**src/rtl/vga_pixel_stage.sv**
```systemverilog
// vga_pixel_stage: per-pixel window/border decision and RGB select for a VGA
// output path. The selected colour, Frame_start and Line_end are delayed by
// PIPE_DEPTH clocks to line up with the controller's sync outputs.
// Mode and Border_color are shadowed at frame start so mid-frame changes take
// effect on the next frame. Upstream underruns are flagged and counted.
// Optional build macro VGA_PIXEL_TEST_PATTERN_EN: mode 3 shows eight vertical
// colour bars instead of black.
module vga_pixel_stage #(
    parameter int COLOR_WIDTH   = 4,
    parameter int DATA_WIDTH    = 3 * COLOR_WIDTH,
    parameter int REZ_MAX_WIDTH = 11,
    parameter int PIPE_DEPTH    = 2,
    parameter int BORDER_PX     = 4,
    parameter int UCNT_WIDTH    = 16
) (
    input  logic                     Clk,
    input  logic                     Rst_n,
    input  logic [REZ_MAX_WIDTH-1:0] Count_h,
    input  logic [REZ_MAX_WIDTH-1:0] Count_v,
    input  logic [REZ_MAX_WIDTH-1:0] H_left_margin,
    input  logic [REZ_MAX_WIDTH-1:0] H_right_margin,
    input  logic [REZ_MAX_WIDTH-1:0] V_left_margin,
    input  logic [REZ_MAX_WIDTH-1:0] V_right_margin,
    input  logic [DATA_WIDTH-1:0]    Data,
    input  logic                     Data_valid,
    output logic                     Pix_req,
    input  logic [1:0]               Mode,
    input  logic [DATA_WIDTH-1:0]    Border_color,
    input  logic                     Clr_flag,
    output logic [COLOR_WIDTH-1:0]   Red,
    output logic [COLOR_WIDTH-1:0]   Green,
    output logic [COLOR_WIDTH-1:0]   Blue,
    output logic                     Frame_start,
    output logic                     Line_end,
    output logic                     Underrun_flag,
    output logic [UCNT_WIDTH-1:0]    Underrun_cnt
);

    // One extra bit so margin +/- border arithmetic never wraps.
    localparam int XW = REZ_MAX_WIDTH + 1;
    localparam logic [XW-1:0] BPX = XW'(BORDER_PX);
    // Underrun marker: red channel all ones, green and blue zero.
    localparam logic [DATA_WIDTH-1:0] UND_COL =
        {{(DATA_WIDTH-COLOR_WIDTH){1'b0}}, {COLOR_WIDTH{1'b1}}};

    logic [XW-1:0] h_x, v_x, hl_x, hr_x, vl_x, vr_x;
    logic          in_win;
    logic          border;
    logic          frame_cond;
    logic          line_cond;
    logic          und_now;
    logic [DATA_WIDTH-1:0] col_d;

    logic [1:0]            mode_q;
    logic [DATA_WIDTH-1:0] bcol_q;

    logic [DATA_WIDTH-1:0] col_q [PIPE_DEPTH];
    logic [PIPE_DEPTH-1:0] fs_q;
    logic [PIPE_DEPTH-1:0] le_q;

    logic                  uflag_d, uflag_q;
    logic [UCNT_WIDTH-1:0] ucnt_d, ucnt_q;

    assign h_x  = {1'b0, Count_h};
    assign v_x  = {1'b0, Count_v};
    assign hl_x = {1'b0, H_left_margin};
    assign hr_x = {1'b0, H_right_margin};
    assign vl_x = {1'b0, V_left_margin};
    assign vr_x = {1'b0, V_right_margin};

    // An inverted margin pair (left > right) makes the range test fail, so the window is empty.
    assign in_win = (Count_h >= H_left_margin) && (Count_h <= H_right_margin) &&
                    (Count_v >= V_left_margin) && (Count_v <= V_right_margin);
    assign Pix_req = in_win;

    // "x > right - B" is written as "x + B > right" so a tiny window cannot underflow.
    assign border = in_win &&
                    ((h_x < hl_x + BPX) || (h_x + BPX > hr_x) ||
                     (v_x < vl_x + BPX) || (v_x + BPX > vr_x));

    assign frame_cond = (Count_h == H_left_margin) && (Count_v == V_left_margin);
    assign line_cond  = in_win && (Count_h == H_right_margin);

`ifdef VGA_PIXEL_TEST_PATTERN_EN
    logic [XW+2:0]         pat_num;
    logic [XW+2:0]         pat_den;
    logic [2:0]            bar_idx;
    logic [DATA_WIDTH-1:0] pat_col;

    assign pat_num = {h_x - hl_x, 3'b000};
    assign pat_den = {2'b00, hr_x - hl_x + XW'(1)};
    assign bar_idx = (pat_den == '0) ? 3'd0 : 3'(pat_num / pat_den);
    assign pat_col = {{COLOR_WIDTH{bar_idx[2]}}, {COLOR_WIDTH{bar_idx[1]}},
                      {COLOR_WIDTH{bar_idx[0]}}};
`endif

    // Colour select from the shadowed mode/colour; flags underruns where pixel data is required.
    always_comb begin
        col_d   = '0;
        und_now = 1'b0;
        if (in_win) begin
            case (mode_q)
                2'd0, 2'd1: begin
                    if ((mode_q == 2'd1) && border) begin
                        col_d = bcol_q;
                    end else if (Data_valid) begin
                        col_d = Data;
                    end else begin
                        col_d   = UND_COL;
                        und_now = 1'b1;
                    end
                end
                2'd2: col_d = bcol_q;
                default: begin
`ifdef VGA_PIXEL_TEST_PATTERN_EN
                    col_d = pat_col;
`else
                    col_d = '0;
`endif
                end
            endcase
        end
    end

    // Shadow registers capture Mode and Border_color only at the frame-start pixel.
    always_ff @(posedge Clk or negedge Rst_n) begin
        if (!Rst_n) begin
            mode_q <= 2'd0;
            bcol_q <= '0;
        end else if (frame_cond) begin
            mode_q <= Mode;
            bcol_q <= Border_color;
        end
    end

    // Delay line aligning colour and markers with the sync outputs.
    always_ff @(posedge Clk or negedge Rst_n) begin
        if (!Rst_n) begin
            for (int i = 0; i < PIPE_DEPTH; i++) begin
                col_q[i] <= '0;
            end
            fs_q <= '0;
            le_q <= '0;
        end else begin
            col_q[0] <= col_d;
            fs_q[0]  <= frame_cond;
            le_q[0]  <= line_cond;
            for (int i = 1; i < PIPE_DEPTH; i++) begin
                col_q[i] <= col_q[i-1];
                fs_q[i]  <= fs_q[i-1];
                le_q[i]  <= le_q[i-1];
            end
        end
    end

    // Clear wins over the old state but not over an underrun in the same cycle.
    always_comb begin
        uflag_d = uflag_q;
        ucnt_d  = ucnt_q;
        if (Clr_flag) begin
            uflag_d = und_now;
            ucnt_d  = UCNT_WIDTH'(und_now);
        end else if (und_now) begin
            uflag_d = 1'b1;
            if (ucnt_q != '1) begin
                ucnt_d = ucnt_q + UCNT_WIDTH'(1);
            end
        end
    end

    // Sticky underrun flag and saturating counter.
    always_ff @(posedge Clk or negedge Rst_n) begin
        if (!Rst_n) begin
            uflag_q <= 1'b0;
            ucnt_q  <= '0;
        end else begin
            uflag_q <= uflag_d;
            ucnt_q  <= ucnt_d;
        end
    end

    assign Red           = col_q[PIPE_DEPTH-1][COLOR_WIDTH-1:0];
    assign Green         = col_q[PIPE_DEPTH-1][2*COLOR_WIDTH-1:COLOR_WIDTH];
    assign Blue          = col_q[PIPE_DEPTH-1][3*COLOR_WIDTH-1:2*COLOR_WIDTH];
    assign Frame_start   = fs_q[PIPE_DEPTH-1];
    assign Line_end      = le_q[PIPE_DEPTH-1];
    assign Underrun_flag = uflag_q;
    assign Underrun_cnt  = ucnt_q;

endmodule

```
**config.mk**
```make
export PLATFORM = sky130hd
export DESIGN_NAME = vga_pixel_stage
export DESIGN_NICKNAME = d
export VERILOG_FILES = /design/src/rtl/vga_pixel_stage.sv
export SDC_FILE = /design/constraint.sdc
export NUM_CORES = 1
export LEC_CHECK = 0
export BUFFER_PORTS_ARGS = -buffer_cell sky130_fd_sc_hd__buf_2
export CAP_MARGIN = 20
export CORE_MARGIN = 5
export CORE_UTILIZATION = 60
export CTS_BUF_LIST = sky130_fd_sc_hd__clkbuf_16
export CTS_CLUSTER_DIAMETER = 150
export DETAILED_ROUTE_END_ITERATION = 10
export GPL_ROUTABILITY_DRIVEN = 0
export HOLD_SLACK_MARGIN = 0.02
export PLACE_DENSITY_LB_ADDON = 0.15
export SYNTH_ARGS = -nofsm -noshare
export SYNTH_HDL_FRONTEND = slang
export SYNTH_SLANG_ARGS = --single-unit
```
**constraint.sdc**
```tcl
create_clock -name Clk -period 4.16 [get_ports Clk]
set_input_delay 0 -clock Clk [delete_from_list [all_inputs] [get_ports Clk]]
set_output_delay 0 -clock Clk [all_outputs]
set_load 0.005 [all_outputs]
```
==> After elaboration in Yosys (flattened, before gate mapping) <==
Cells that the tools add are included.
Widths: inputs -> output; s select.
{ "word_totals": {"output_inout_bits": 32, "register_bits": 59, "input_bits": 96, "wordCells": 55} }
{ "classes": {"n_addsub": 5, "reduce_logical": 15, "eq_ne": 6, "mux": 13, "magnitude_cmp": 8} }
{ "op_table": {"columns": ["op", "count"], "rows": [
  ["$add 11x3->12 const B", 4],
  ["$mux 16", 3],
  ["$mux 12", 3],
  ["$eq 11x11->1", 3],
  ["$gt 12x11->1", 2],
  ["$lt 11x12->1", 2],
  ["$pmux 12 s2", 1],
  ["$ge 11x11->1", 2],
  ["$le 11x11->1", 2],
  ["$add 16x1->16 const B", 1],
  ["$ne 16x16->1 const B", 1],
  ["$logic_and 1x1->1", 7],
  ["$mux 1", 6],
  ["$reduce_bool 2->1", 2],
  ["$logic_or 1x1->1", 3],
  ["$eq 2x1->1 const B", 1],
  ["$eq 2x2->1 const B", 1],
  ["$logic_not 2->1", 1],
  ["$reduce_and 2->1", 1],
  ["$reduce_or 2->1", 1]
]} }

==> Depth between registers and ports, before layout <==
Gate-level depths: netlist of run 1.
{ "depth": {"depth_word": 12, "mapped_depth": 14, "mapped_depth_nobuf": 13} }

==> Worst setup path before layout of run 1 <==
OpenSTA, ideal clock, no wires.
{ "synth_path": {"kind": "in2reg", "from": "in Count_h[2]", "to": "reg ucnt_q[2], in the netlist Underrun_cnt[2]", "path_stages": 14, "n_path_buf": 1, "slack_ps": 1300, "arrival_ps": 2735, "required_ps": 4035, "path_cell_list": "ha_1 > nand3_1 > or3_1 > xnor2_1 > ha_1 > a21oi_1 > o21ai_0 > a211oi_1 > a21oi_1 > nor4_4 > a21boi_4 > buf_6 > nor3b_1 > mux2_2"} }
{ "synth_via": {"elab_chain_len": 12} }
{ "synth_lines": {"columns": ["element", "line_no", "rtl"], "rows": [
  ["from (decl)", "18", "input logic [REZ_MAX_WIDTH-1:0] Count_h,"],
  ["$add 11x3->12", "78", "((h_x < hl_x + BPX) || (h_x + BPX > hr_x) ||"],
  ["$gt 12x11->1", "78", null],
  ["$logic_or 1x1->1 (2 in series)", "78", null],
  ["$logic_or 1x1->1", "79", "(v_x < vl_x + BPX) || (v_x + BPX > vr_x));"],
  ["$logic_and 1x1->1", "77", "assign border = in_win &&"],
  ["$logic_and 1x1->1", "104", "if ((mode_q == 2'd1) && border) begin"],
  ["$mux 1", "104", null],
  ["$mux 1", "102", "case (mode_q)"],
  ["$mux 1 (*)", "101", "if (in_win) begin"],
  ["$reduce_bool 2->1 (no source line) (*)", null, null],
  ["$reduce_and 2->1 (no source line) (*)", null, null],
  ["to (signal assigned)", "178", "ucnt_q <= ucnt_d;"],
  ["to (decl)", "62", "logic [UCNT_WIDTH-1:0] ucnt_d, ucnt_q;"]
]} }
Every way passes the cells marked *; elsewhere a longest branch is shown, timed or not.
A chain may end at the register's enable or synchronous reset.

==> Final worst setup path of run 1 <==
{ "layout_path": {"from": "in Count_h[2]", "to": "reg col_q[15] in the netlist's numbering"} }
{ "layout_via": {"elab_chain_len": 10} }
{ "layout_lines": {"columns": ["element", "line_no", "rtl"], "rows": [
  ["$add 11x3->12", "78", null],
  ["$gt 12x11->1", "78", null],
  ["$logic_or 1x1->1 (2 in series)", "78", null],
  ["$logic_or 1x1->1", "79", null],
  ["$logic_and 1x1->1", "77", null],
  ["$logic_and 1x1->1", "104", null],
  ["$mux 12", "104", null],
  ["$pmux 12 s2", "102", null],
  ["$mux 12 (*)", "101", null],
  ["named net col_d[3]", "52", "logic [DATA_WIDTH-1:0] col_d;"],
  ["to (signal, indexed assignment)", "149", "col_q[i] <= col_q[i-1];"],
  ["to (decl)", "57", "logic [DATA_WIDTH-1:0] col_q [PIPE_DEPTH];"]
]} }
Mark *: on every way through the listed nets, which the timed path passes. The rest lies on a longest branch.

==> key figures, run 1 <==
Min path
  • Worst hold path class: input pin to flip-flop
  • Hold depth: 3

Finish
  • Final-layout fill cell count: 672
  • Final std cells w/o fill: 833
  • ANT cells: 0
  • Nets: 902
  • Most frequent cells in the layout: buf_2, ha_1, inv_1
  • Fraction of layout cells with a size suffix above 1: 24.69%
  • Most common library cell in the layout ignoring fill and taps: buf_2
  • Area Overhead vs Synth: 20.73%

Detailed routing
  • Drt drc: 0
  • WL/cell: 16.46 um
  • Vias: 4907
  • Via/cell ratio: ~6
  • Post-route ant nets: 0
  • Initial DRC count: 147
  • DRT Pass-1 Iters: 4
  • Total wire length: 13.71 mm

Timing
  • Worst Setup Slack, final: about 860 ps
  • TNS Setup: 0 ps
  • Post-route clock period utilization: 79.25%
  • Slew headroom: 41.33%
  • Tmin final: 3297 ps
  • Clock skew: between 4 and 5 ps
  • Final setup vio count: 0
  • Fmax: between 0.3 and 0.4 GHz
  • Slew Limit Fails: 0
  • Final hold vios: 0
  • Worst slew pin tran: 878.2 ps
  • RSZ-0062 raised after global routing: false

Logic synthesis
  • Mapped Cells: 591
  • Yosys Warn Count: 0
  • FF+latch count, synth: a little under 60
  • XOR/XNOR share of the synthesized area: 4.734%
  • Area contributors post-synth: dfrtp_1, ha_1, mux2_2
  • Prevailing post-synth register cell: dfrtp_1
  • Yosys cell types: 65
  • Compound-Gate Fraction of Synth Area: between 10% and 20%
  • Cell area after synthesis: roughly 5400 sq um
  • Post-synth EDFFs: 0
  • Main combinational cell family by area after synthesis: adder cells
  • Syn nets: 772
  • Post-synth top area share: between 20 and 30%
  • Synth Area in Simple Gates: 19.47%
  • Leading area contributor after synthesis: dfrtp_1
  • Post-synthesis sequential area ratio: 27.52%
  • Ys async rst share: 100.0%
  • Avg Synthesized Cell Area: 9.078 sq um
  • Synth Area in Adders: 19.82%
  • Mux contribution to synthesized area: 5.807%

Floorplanning
  • Core box area: 8721 sq um
  • Die Height: 104.6 um
  • Total die area: 10930 sq um
  • Chip width: 104.6 um
  • Row count: 34
  • I/O Pins: 128
  • Initial Util: roughly three fifths

Placed design
  • DP Wirelength: slightly above 10 mm
  • IO Port Bufs: 127
  • Place WS: 548.8 ps
  • Dpl cells: 799

Setup path
  • Critical path endpoint category: flip-flop
  • Reg2reg path depth: 7
  • Worst EP arrival: 3560 ps
  • Crit path max fanout: 20
  • Crit start category: input pin
  • Critical path class: input pin to flip-flop
  • Worst EP required: 4420 ps

Power and ir drop
  • Pwr Density: 271.6 nW/um^2
  • Leak: about 3.4 nW
  • Max VDD drop: approximately 0.00028 V

Global routing
  • First-pass GRT wire length: 22.94 mm
  • Largest net degree at the start of global routing: 60
  • GR Overflow Total: 0
  • Number of global-route vias before repair: 4905
  • Initial antenna violation count: 0
  • GRT Total Usage: 24.96%

Clock tree
  • CTS Buf Count: 9
  • Clock latency on the worst-skew pair: 320 ps
  • Clock Sinks: 59
  • Post-CTS Setup Repair Bufs: 0
  • CTS H-tree lvls: 3
  • CTS tree: done
  • CTS Hold Buffers Added: 19
  • CTS Buffer Depth: 2
  • Cts repair resizes: 0
  • Clock Root Buffer: clkbuf_16
  • Clock Pin Slew Worst Setup and Hold Paths: roughly 50 ps

Flow run
  • Max-Cap Viols: 0

Run status
  • Status: complete, no violations
-- through the flow --
step / area, sq um / util [%] / power, mW / hold slack [ps]
global placement: 5981 / 68.58 / 0.9693 / 183.4
CTS: 6477 / 74.28 / 1.765 / 21.46
detailed placement: 5981 / 68.58 / 0.9847 / 193.0
floorplan: 5365 / - / 0.8443 / -295.6
global route: 6477 / 74.28 / 1.845 / 40.37
finish: 6477 / 74.28 / 1.760 / 40.14
-- registers in the layout, summed over array words and instances (netlist names), 2 cells and up --
register,count
Underrun_cnt,16
bcol_q,12
col_q,12
Blue,4
Green,4
Red,4
fs_q,2
le_q,2
mode_q,2
-- critical path, cell delays in order --
cell and delay [ps]:
buf_2 160, ha_1 200, nand3_1 140, or3_1 340, xnor2_1 140, ha_1 300, a21oi_1 140, o21ai_0 110
a211oi_1 240, a21oi_1 150, nor4_4 410, nand2_1 440, a2111oi_0 600, a311o_1 190
-- where the power goes --
part / internal, mW / switching, mW
Clock: 0.515 / 0.249
Sequential: 0.586 / 0.00417
Combinational: 0.179 / 0.226
Total: 1.28 / 0.479
-- cells in the mapped netlist (8+ instances only) --
cell type and count:
ha_1 85, inv_1 60, dfrtp_1 59, nand3_1 33
nor2_1 30, nand2_1 29, a21oi_1 27, mux2_2 24
xnor2_1 23, nor2b_1 21, nand4_1 16, a21o_1 14
o21ai_0 13, buf_4 12, or3_1 11, clkbuf_1 10
a31oi_1 9, nor3_1 9, a211oi_1 8, a32oi_1 8
-- final timing paths --
path                                       from  slack, ps               end
worst max-delay path                 Count_h[2]        860         col_q[15]
worst min-delay path                    Data[6]         40         col_q[18]
worst max register to register  Underrun_cnt[0]       1500  Underrun_cnt[13]
worst min register to register        col_q[21]        340           Blue[1]
max in group asynchronous                 Rst_n       3310  Underrun_cnt[15]
min in group asynchronous                 Rst_n        340   Underrun_cnt[3]
-- layer usage --
layer	vias up	track usage [%]	wire length, um	part of all wire [%]
met5	-	0	0	0
met4	0	6.660	209	1.5
met3	27	4.747	854	6.2
met2	184	42.40	6665	49
met1	2299	32.67	5985	44
li1	2397	-	-	-
-- area by class of cell --
class / instances / area, sq um / share of cell area [%]
clock buffer: 9 / 225.2 / 3.477
clock inverter: 6 / 81.33 / 1.256
inverter: 60 / 225.2 / 3.477
multi-input combinational: 444 / 3501 / 54.05
sequential: 59 / 1476 / 22.79
tap: 108 / 135.1 / 2.086
timing repair buffer: 147 / 833.3 / 12.86
-- cells by family after synthesis --
logic type,after synthesis
AO/OA/AOI/OAI,114
XOR/XNOR,29
adder cells (fa/ha/maj),85
buffers and inverters,88
flip-flops,59
multiplexers,28
AND/OR/NAND/NOR,188
Note: power is estimated with default switching activity, not from simulation.
==> run 2: changes to the inputs <==
--- a/config.mk
+++ b/config.mk
@@ -8,7 +8,7 @@
 export BUFFER_PORTS_ARGS = -buffer_cell sky130_fd_sc_hd__buf_2
 export CAP_MARGIN = 20
 export CORE_MARGIN = 5
-export CORE_UTILIZATION = 60
+export CORE_UTILIZATION = 55
 export CTS_BUF_LIST = sky130_fd_sc_hd__clkbuf_16
 export CTS_CLUSTER_DIAMETER = 150
 export DETAILED_ROUTE_END_ITERATION = 10
==> constraint.sdc (replaced) <==
create_clock -name Clk -period 3.2 [get_ports Clk]
set_input_delay 0 -clock Clk [delete_from_list [all_inputs] [get_ports Clk]]
set_output_delay 0 -clock Clk [all_outputs]
set_load 0.005 [all_outputs]
==> key figures, run 2 (synthesized netlist as in run 1, its figures left out) <==
Finish
  • Area Overhead vs Synth: 22.06%
  • Largest register FFs: 16 (unchanged)
  • Final std cells w/o fill: 866 (+4.0%)
  • ANT cells: 0 (unchanged)
  • Most frequent cells in the layout: buf_2, ha_1, inv_1
  • Most common library cell in the layout ignoring fill and taps: buf_2
  • Fraction of layout cells with a size suffix above 1: 26.06% (+1.4 points)
  • Final-layout fill cell count: 848 (+26%)
  • Nets: 909 (+0.78%)

Global routing
  • First-pass GRT wire length: 22.53 mm (-1.8%)
  • GRT Total Usage: 23.72% (-1.2 points)
  • GR Overflow Total: 0 (unchanged)
  • Largest net degree at the start of global routing: 32 (-47%)
  • Number of global-route vias before repair: 4854 (-1.0%)
  • Initial antenna violation count: 0 (unchanged)

Timing
  • RSZ-0062 raised after global routing: false
  • Final setup vio count: 0 (unchanged)
  • Worst slew pin tran: 880.8 ps (+2.612 ps)
  • Fmax: 0.3428 GHz
  • Clock skew: 4.308 ps (-0.05462 ps)
  • Final hold vios: 0 (unchanged)
  • Slew Limit Fails: 0 (unchanged)
  • Post-route clock period utilization: between 90 and 100%
  • Tmin final: 2917 ps
  • Slew headroom: 41.16% (-0.17 points)
  • Worst Setup Slack, final: 283.0 ps (-580.1 ps)
  • TNS Setup: 0 ps (unchanged)

Clock tree
  • Clock Root Buffer: clkbuf_16
  • Post-CTS Setup Repair Bufs: 0 (unchanged)
  • Clock latency on the worst-skew pair: 320 ps (about the same)
  • CTS Buf Count: 9 (unchanged)
  • CTS tree: done
  • Clock Pin Slew Worst Setup and Hold Paths: 50 ps (about the same)
  • CTS H-tree lvls: 3 (unchanged)
  • CTS Buffer Depth: 2 (unchanged)
  • Clock Sinks: 59 (unchanged)

Placed design
  • Place WS: -79.84 ps (-628.6 ps)
  • Dpl cells: 834 (+4.4%)
  • DP Wirelength: 10.57 mm (+3.2%)
  • IO Port Bufs: 127 (unchanged)

Run status
  • Status: complete, no violations

Setup path
  • Worst EP arrival: 3120 ps (-440 ps)
  • Crit. Startpoint: Count_h[2]
  • Critical path endpoint category: flip-flop
  • Worst r2r src: Underrun_cnt[0]
  • Worst EP required: 3410 ps (-1010 ps)
  • Critical path class: input pin to flip-flop
  • Max incr delay on CP: 400 ps (-200 ps)
  • Crit start category: input pin
  • Crit path max fanout: 17 (-15%)
  • Worst path bufs/invs: 1 (unchanged)
  • Critical path's top delay family: simple AND/OR/NAND/NOR gates
  • Slowest cell on the critical path: nor4_4
  • Critical-path cell list: buf_2 -> ha_1 -> nand3_1 -> or3_1 -> xnor2_1 -> ha_1 -> a21oi_1 -> o21ai_0 -> a211oi_1 -> a21oi_1 -> nor4_4 -> a21boi_4 -> nor4b_1 -> mux2_2

Min path
  • Worst hold path class: input pin to flip-flop
  • Worst hold start: Data[6]

Detailed routing
  • WL/cell: 15.60 um (-5.2%)
  • Via/cell ratio: 5.624 (-4.5%)
  • Initial DRC count: 166 (+13%)
  • DRT Pass-1 Iters: 4 (unchanged)
  • Post-route ant nets: 0 (unchanged)
  • Vias: 4870 (-0.75%)
  • Total wire length: 13.51 mm (-1.5%)
  • Drt drc: 0 (unchanged)

Power and ir drop
  • Pwr Density: 343.4 nW/um^2 (+26%)
  • Leak: 3.392 nW (+0.84%)
  • Max VDD drop: 0.0003149 V (+11%)

Flow run
  • Max-Cap Viols: 0 (unchanged)

Floorplanning
  • Initial Util: 55.66% (-5.9 points)
  • Chip width: 108.8 um (+4.0%)
  • Row count: 36 (+5.9%)
  • Die Height: 108.8 um (+4.0%)
  • Total die area: 11830 sq um (+8.2%)
  • I/O Pins: 128 (unchanged)
  • Core box area: 9639 sq um (+11%)
[run 2: cell types whose count changed in the layout (fill, tap and decap cells not counted)]
cell,delta
clkinvlp_4,+1
bufinv_16,-1
dlygate4sd3_1,-3
clkinv_1,-1
clkinv_4,+1
buf_4,+10
inv_6,+2
clkinv_2,-1
[run 2: cell type report]
class | instances | area [sq um] | area share (%)
multi-input cells | 444 | 3501 | 53.46
flip-flops and latches | 59 | 1476 | 22.54
repair buffers | 154 | 878.3 | 13.41
clock buffers | 9 | 225.2 | 3.439
inverters | 60 | 225.2 | 3.439
well taps | 133 | 166.4 | 2.541
clock inverters | 7 | 76.32 | 1.165
[run 2: repair_timing]
| item | CTS | global route |
|---|---|---|
| gates resized for setup | 0 | 0 |
| hold endpoints to repair | 43 | 0 |
| hold buffers | 16 | 0 |
[run 2: worst min-delay path, delay by kind of cell]
kind,cells,cell delay [ps]
compound gates,2,220
buf+inv,1,90
[run 2: per-stage QoR]
| step | hold slack (ps) | power (mW) | instance area [sq um] | util [%] |
|---|---|---|---|---|
| detailed placement | 31.84 | 1.294 | 6087 | 63.15 |
| floorplan | -295.6 | 1.098 | 5365 | - |
| CTS | 34.47 | 2.267 | 6549 | 67.94 |
| global placement | 30.29 | 1.271 | 6087 | 63.15 |
| global route | 50.37 | 2.381 | 6549 | 67.94 |
| finish | 45.24 | 2.249 | 6549 | 67.94 |
[run 2: power breakdown]
group          total (mW)  internal (mW)  leakage (nW)  switching, mW
registers           0.766          0.761         0.821        0.00502
clock network       0.949          0.606         0.142          0.343
logic               0.533          0.238          2.43          0.295
[run 2: worst paths after layout]
path / cells past startpoint / to / slack, ps
setup / recovery: 14 / Underrun_cnt[8] / 280
hold / removal: 3 / col_q[18] / 50
setup reg to reg: 7 / Underrun_cnt[13] / 590
hold reg to reg: 0 / Red[2] / 350
max in group asynchronous: 3 / Underrun_cnt[14] / 2150
min in group asynchronous: 2 / col_q[20] / 220
[run 2: routing by layer]
metal,up-vias,GRT usage (%),part of all wire (%)
met5,-,0,0
met4,0,7.033,1.9
met3,30,4.500,5.1
met2,148,39.14,48
met1,2270,31.66,45
li1,2422,-,-
==> run 3: changes to the inputs <==
--- a/config.mk
+++ b/config.mk
@@ -5,10 +5,11 @@
 export SDC_FILE = /design/constraint.sdc
 export NUM_CORES = 1
 export LEC_CHECK = 0
+export ABC_AREA = 1
 export BUFFER_PORTS_ARGS = -buffer_cell sky130_fd_sc_hd__buf_2
 export CAP_MARGIN = 20
 export CORE_MARGIN = 5
-export CORE_UTILIZATION = 55
+export CORE_UTILIZATION = 56
 export CTS_BUF_LIST = sky130_fd_sc_hd__clkbuf_16
 export CTS_CLUSTER_DIAMETER = 150
 export DETAILED_ROUTE_END_ITERATION = 10
==> key figures, run 3 <==
Clock tree
  • Clock latency on the worst-skew pair: 320 ps (about the same)
  • CTS tree: done
  • CTS H-tree lvls: 3 (unchanged)
  • CTS Hold Buffers Added: 15 (-1)
  • Clock Root Buffer: clkbuf_16
  • CTS Buffer Depth: 2 (unchanged)
  • Post-CTS Setup Repair Bufs: 0 (unchanged)
  • Cts repair resizes: 0 (unchanged)
  • Clock Sinks: 59 (unchanged)
  • CTS Buf Count: 9 (unchanged)
  • Clock Pin Slew Worst Setup and Hold Paths: 60 ps (about the same)

Power and ir drop
  • Total power: 2.227 mW (-0.98%)
  • Pwr Density: 334.3 nW/um^2 (-2.7%)
  • Max VDD drop: 0.0003070 V (-2.5%)
  • Leak: 3.900 nW (+15%)

Finish
  • Nets: 1078 (+19%)
  • Largest register FFs: 16 (unchanged)
  • Most frequent cells in the layout: nand2_1, buf_2, inv_1
  • ANT cells: 0 (unchanged)
  • Fin area: 6661 sq um (+1.7%)
  • Fraction of layout cells with a size suffix above 1: 20.51% (-5.5 points)
  • Most common library cell in the layout ignoring fill and taps: nand2_1
  • Area Overhead vs Synth: 20.67%

Setup path
  • Slowest cell on the critical path: nand3_4
  • Crit start category: input pin
  • Worst EP arrival: 3000 ps (-120 ps)
  • CP dominant cell by count: nand2_1
  • Critical path endpoint category: flip-flop
  • Critical-path cell list: buf_2 -> ha_1 -> nand2_1 -> nor2_1 -> nand4_1 -> xnor2_1 -> ha_1 -> inv_1 -> nor2_1 -> nor3_1 -> nand2_1 -> nand2_1 -> nand2_1 -> nor2_1 -> nand2_2 -> nand2_4 -> nand3_4 -> inv_1 -> nand2_1 -> nand2_1 -> inv_1
  • Worst EP required: 3410 ps (about the same)
  • Max incr delay on CP: 270 ps (-130 ps)
  • Crit path max fanout: 18 (+1)
  • Critical path class: input pin to flip-flop

Global routing
  • GRT Total Usage: 22.74% (-0.98 points)
  • Number of global-route vias before repair: 4998 (+3.0%)
  • Met3 global-route usage: 4.559% (+0.059 points)
  • GR Overflow Total: 0 (unchanged)
  • Gr busiest metal: met2
  • First-pass GRT wire length: 21.78 mm (-3.3%)
  • Grt met2 use: 38.95% (-0.20 points)
  • Initial antenna violation count: 0 (unchanged)
  • Largest net degree at the start of global routing: 47 (+47%)
  • Met1 global-route usage: 29.20% (-2.5 points)

Logic synthesis
  • Prevailing post-synth register cell: dfrtp_1
  • Leading area contributor after synthesis: dfrtp_1
  • Mapped Cells: 764 (+29%)
  • Post-synth EDFFs: 0 (unchanged)
  • Avg Synthesized Cell Area: 7.226 sq um (-20%)
  • FF+latch count, synth: 59 (unchanged)
  • Area contributors post-synth: dfrtp_1, ha_1, nand2_1
  • Yosys Warn Count: 0 (unchanged)
  • Post-synthesis sequential area ratio: 26.75% (-0.77 points)
  • Ys async rst share: 100.0% (unchanged)
  • Post-synth top area share: 26.75% (-0.77 points)
  • Cell area after synthesis: 5520 sq um (+2.9%)
  • Yosys cell types: 39 (-40%)
  • Count leader, synth: nand2_1
  • Synth top cells by count: nand2_1, inv_1, ha_1, nor2_1, dfrtp_1
  • Syn nets: 945 (+22%)

Run status
  • Status: complete, no violations

Timing
  • Worst slew pin tran: 755.0 ps (-125.8 ps)
  • RSZ-0062 raised after global routing: false
  • Final hold vios: 0 (unchanged)
  • Fmax: 0.3594 GHz (+4.8%)
  • Slew Limit Fails: 0 (unchanged)
  • Clock skew: 9.613 ps (+5.305 ps)
  • Slew headroom: 49.48% (+8.3 points)
  • Post-route clock period utilization: 86.94% (-4.2 points)
  • Tmin final: 2782 ps (-134.8 ps)
  • Final setup vio count: 0 (unchanged)
  • TNS Setup: 0 ps (unchanged)

Floorplanning
  • Row count: 36 (unchanged)
  • Die Height: 109.3 um (+0.48%)
  • Total die area: 11940 sq um (+0.96%)
  • I/O Pins: 128 (unchanged)
  • Core box area: 9684 sq um (+0.47%)
  • Chip width: 109.3 um (+0.48%)
  • Initial Util: 57.00% (+1.3 points)

Detailed routing
  • Initial DRC count: 284 (+71%)
  • Via/cell ratio: 4.994 (-11%)
  • Vias: 5169 (+6.1%)
  • WL/cell: 12.55 um (-20%)
  • Post-route ant nets: 0 (unchanged)
  • Drt drc: 0 (unchanged)
  • DRT Pass-1 Iters: 5 (+1)
  • Total wire length: 12.99 mm (-3.9%)

Min path
  • Worst hold path class: input pin to flip-flop

Placed design
  • DP Wirelength: 10.40 mm (-1.6%)
  • IO Port Bufs: 127 (unchanged)
  • Post-DP Area: 6190 sq um (+1.7%)

Flow run
  • Max-Cap Viols: 0 (unchanged)
run 3: through the flow:
step	std cells	hold WS (ps)	worst slack, ps	utilization [%]
global route	1035	43.52	66.85	68.79
floorplan	764	-295.6	1099	-
global placement	1003	206.3	323.4	63.91
detailed placement	1003	207.3	126.0	63.91
finish	1035	34.04	417.8	68.79
CTS	1034	28.33	436.4	68.58
run 3: critical path: cells and delay by family:
kind | cells | cell delay, ps
simple gates | 14 | 1850
xor+xnor | 1 | 210
buf+inv | 4 | 480
fa+ha+maj | 2 | 450
run 3: area by class of cell:
class	instances	area, sq um
fill	841	3023
timing repair buffer	147	835.8
clock buffer	9	225.2
multi-input combinational	562	3438
tap	133	166.4
inverter	118	442.9
clock inverter	7	76.32
sequential	59	1476
run 3: power breakdown:
group / total, mW / leakage (nW) / internal [mW] / switching (mW)
registers: 0.771 / 0.751 / 0.765 / 0.00546
clock network: 0.957 / 0.142 / 0.605 / 0.352
logic: 0.499 / 3.01 / 0.211 / 0.288
total: 2.23 / 3.90 / 1.58 / 0.645
run 3: final timing paths:
path                                       from                to  slack [ps]  depth (start not counted)
worst max-delay path                 Count_h[2]  Underrun_cnt[15]         420                         21
worst min-delay path                    Data[7]         col_q[19]          30                          5
max in group asynchronous                 Rst_n            Red[1]        2440                          4
worst max register to register  Underrun_cnt[1]   Underrun_cnt[9]         920                         12
worst min register to register        col_q[21]           Blue[1]         350                          0
min in group asynchronous                 Rst_n   Underrun_cnt[7]          40                          2
run 3: logic make-up (layout without fill, tap and decap cells):
| family | after synthesis | in the layout | synth area share, % |
|---|---|---|---|
| AND/OR/NAND/NOR | 364 | 364 | 29.87 |
| buffers and inverters | 143 | 281 | 10.97 |
| adder cells (fa/ha/maj) | 85 | 85 | 19.27 |
| AO/OA/AOI/OAI | 78 | 78 | 7.593 |
| flip-flops | 59 | 59 | 26.75 |
| XOR/XNOR | 35 | 35 | 5.553 |
run 3: routing by layer:
metal,wire length [um],vias to the layer above
met4,233,0
met5,0,-
met1,5714,2299
li1,-,2694
met3,820,18
met2,6222,158
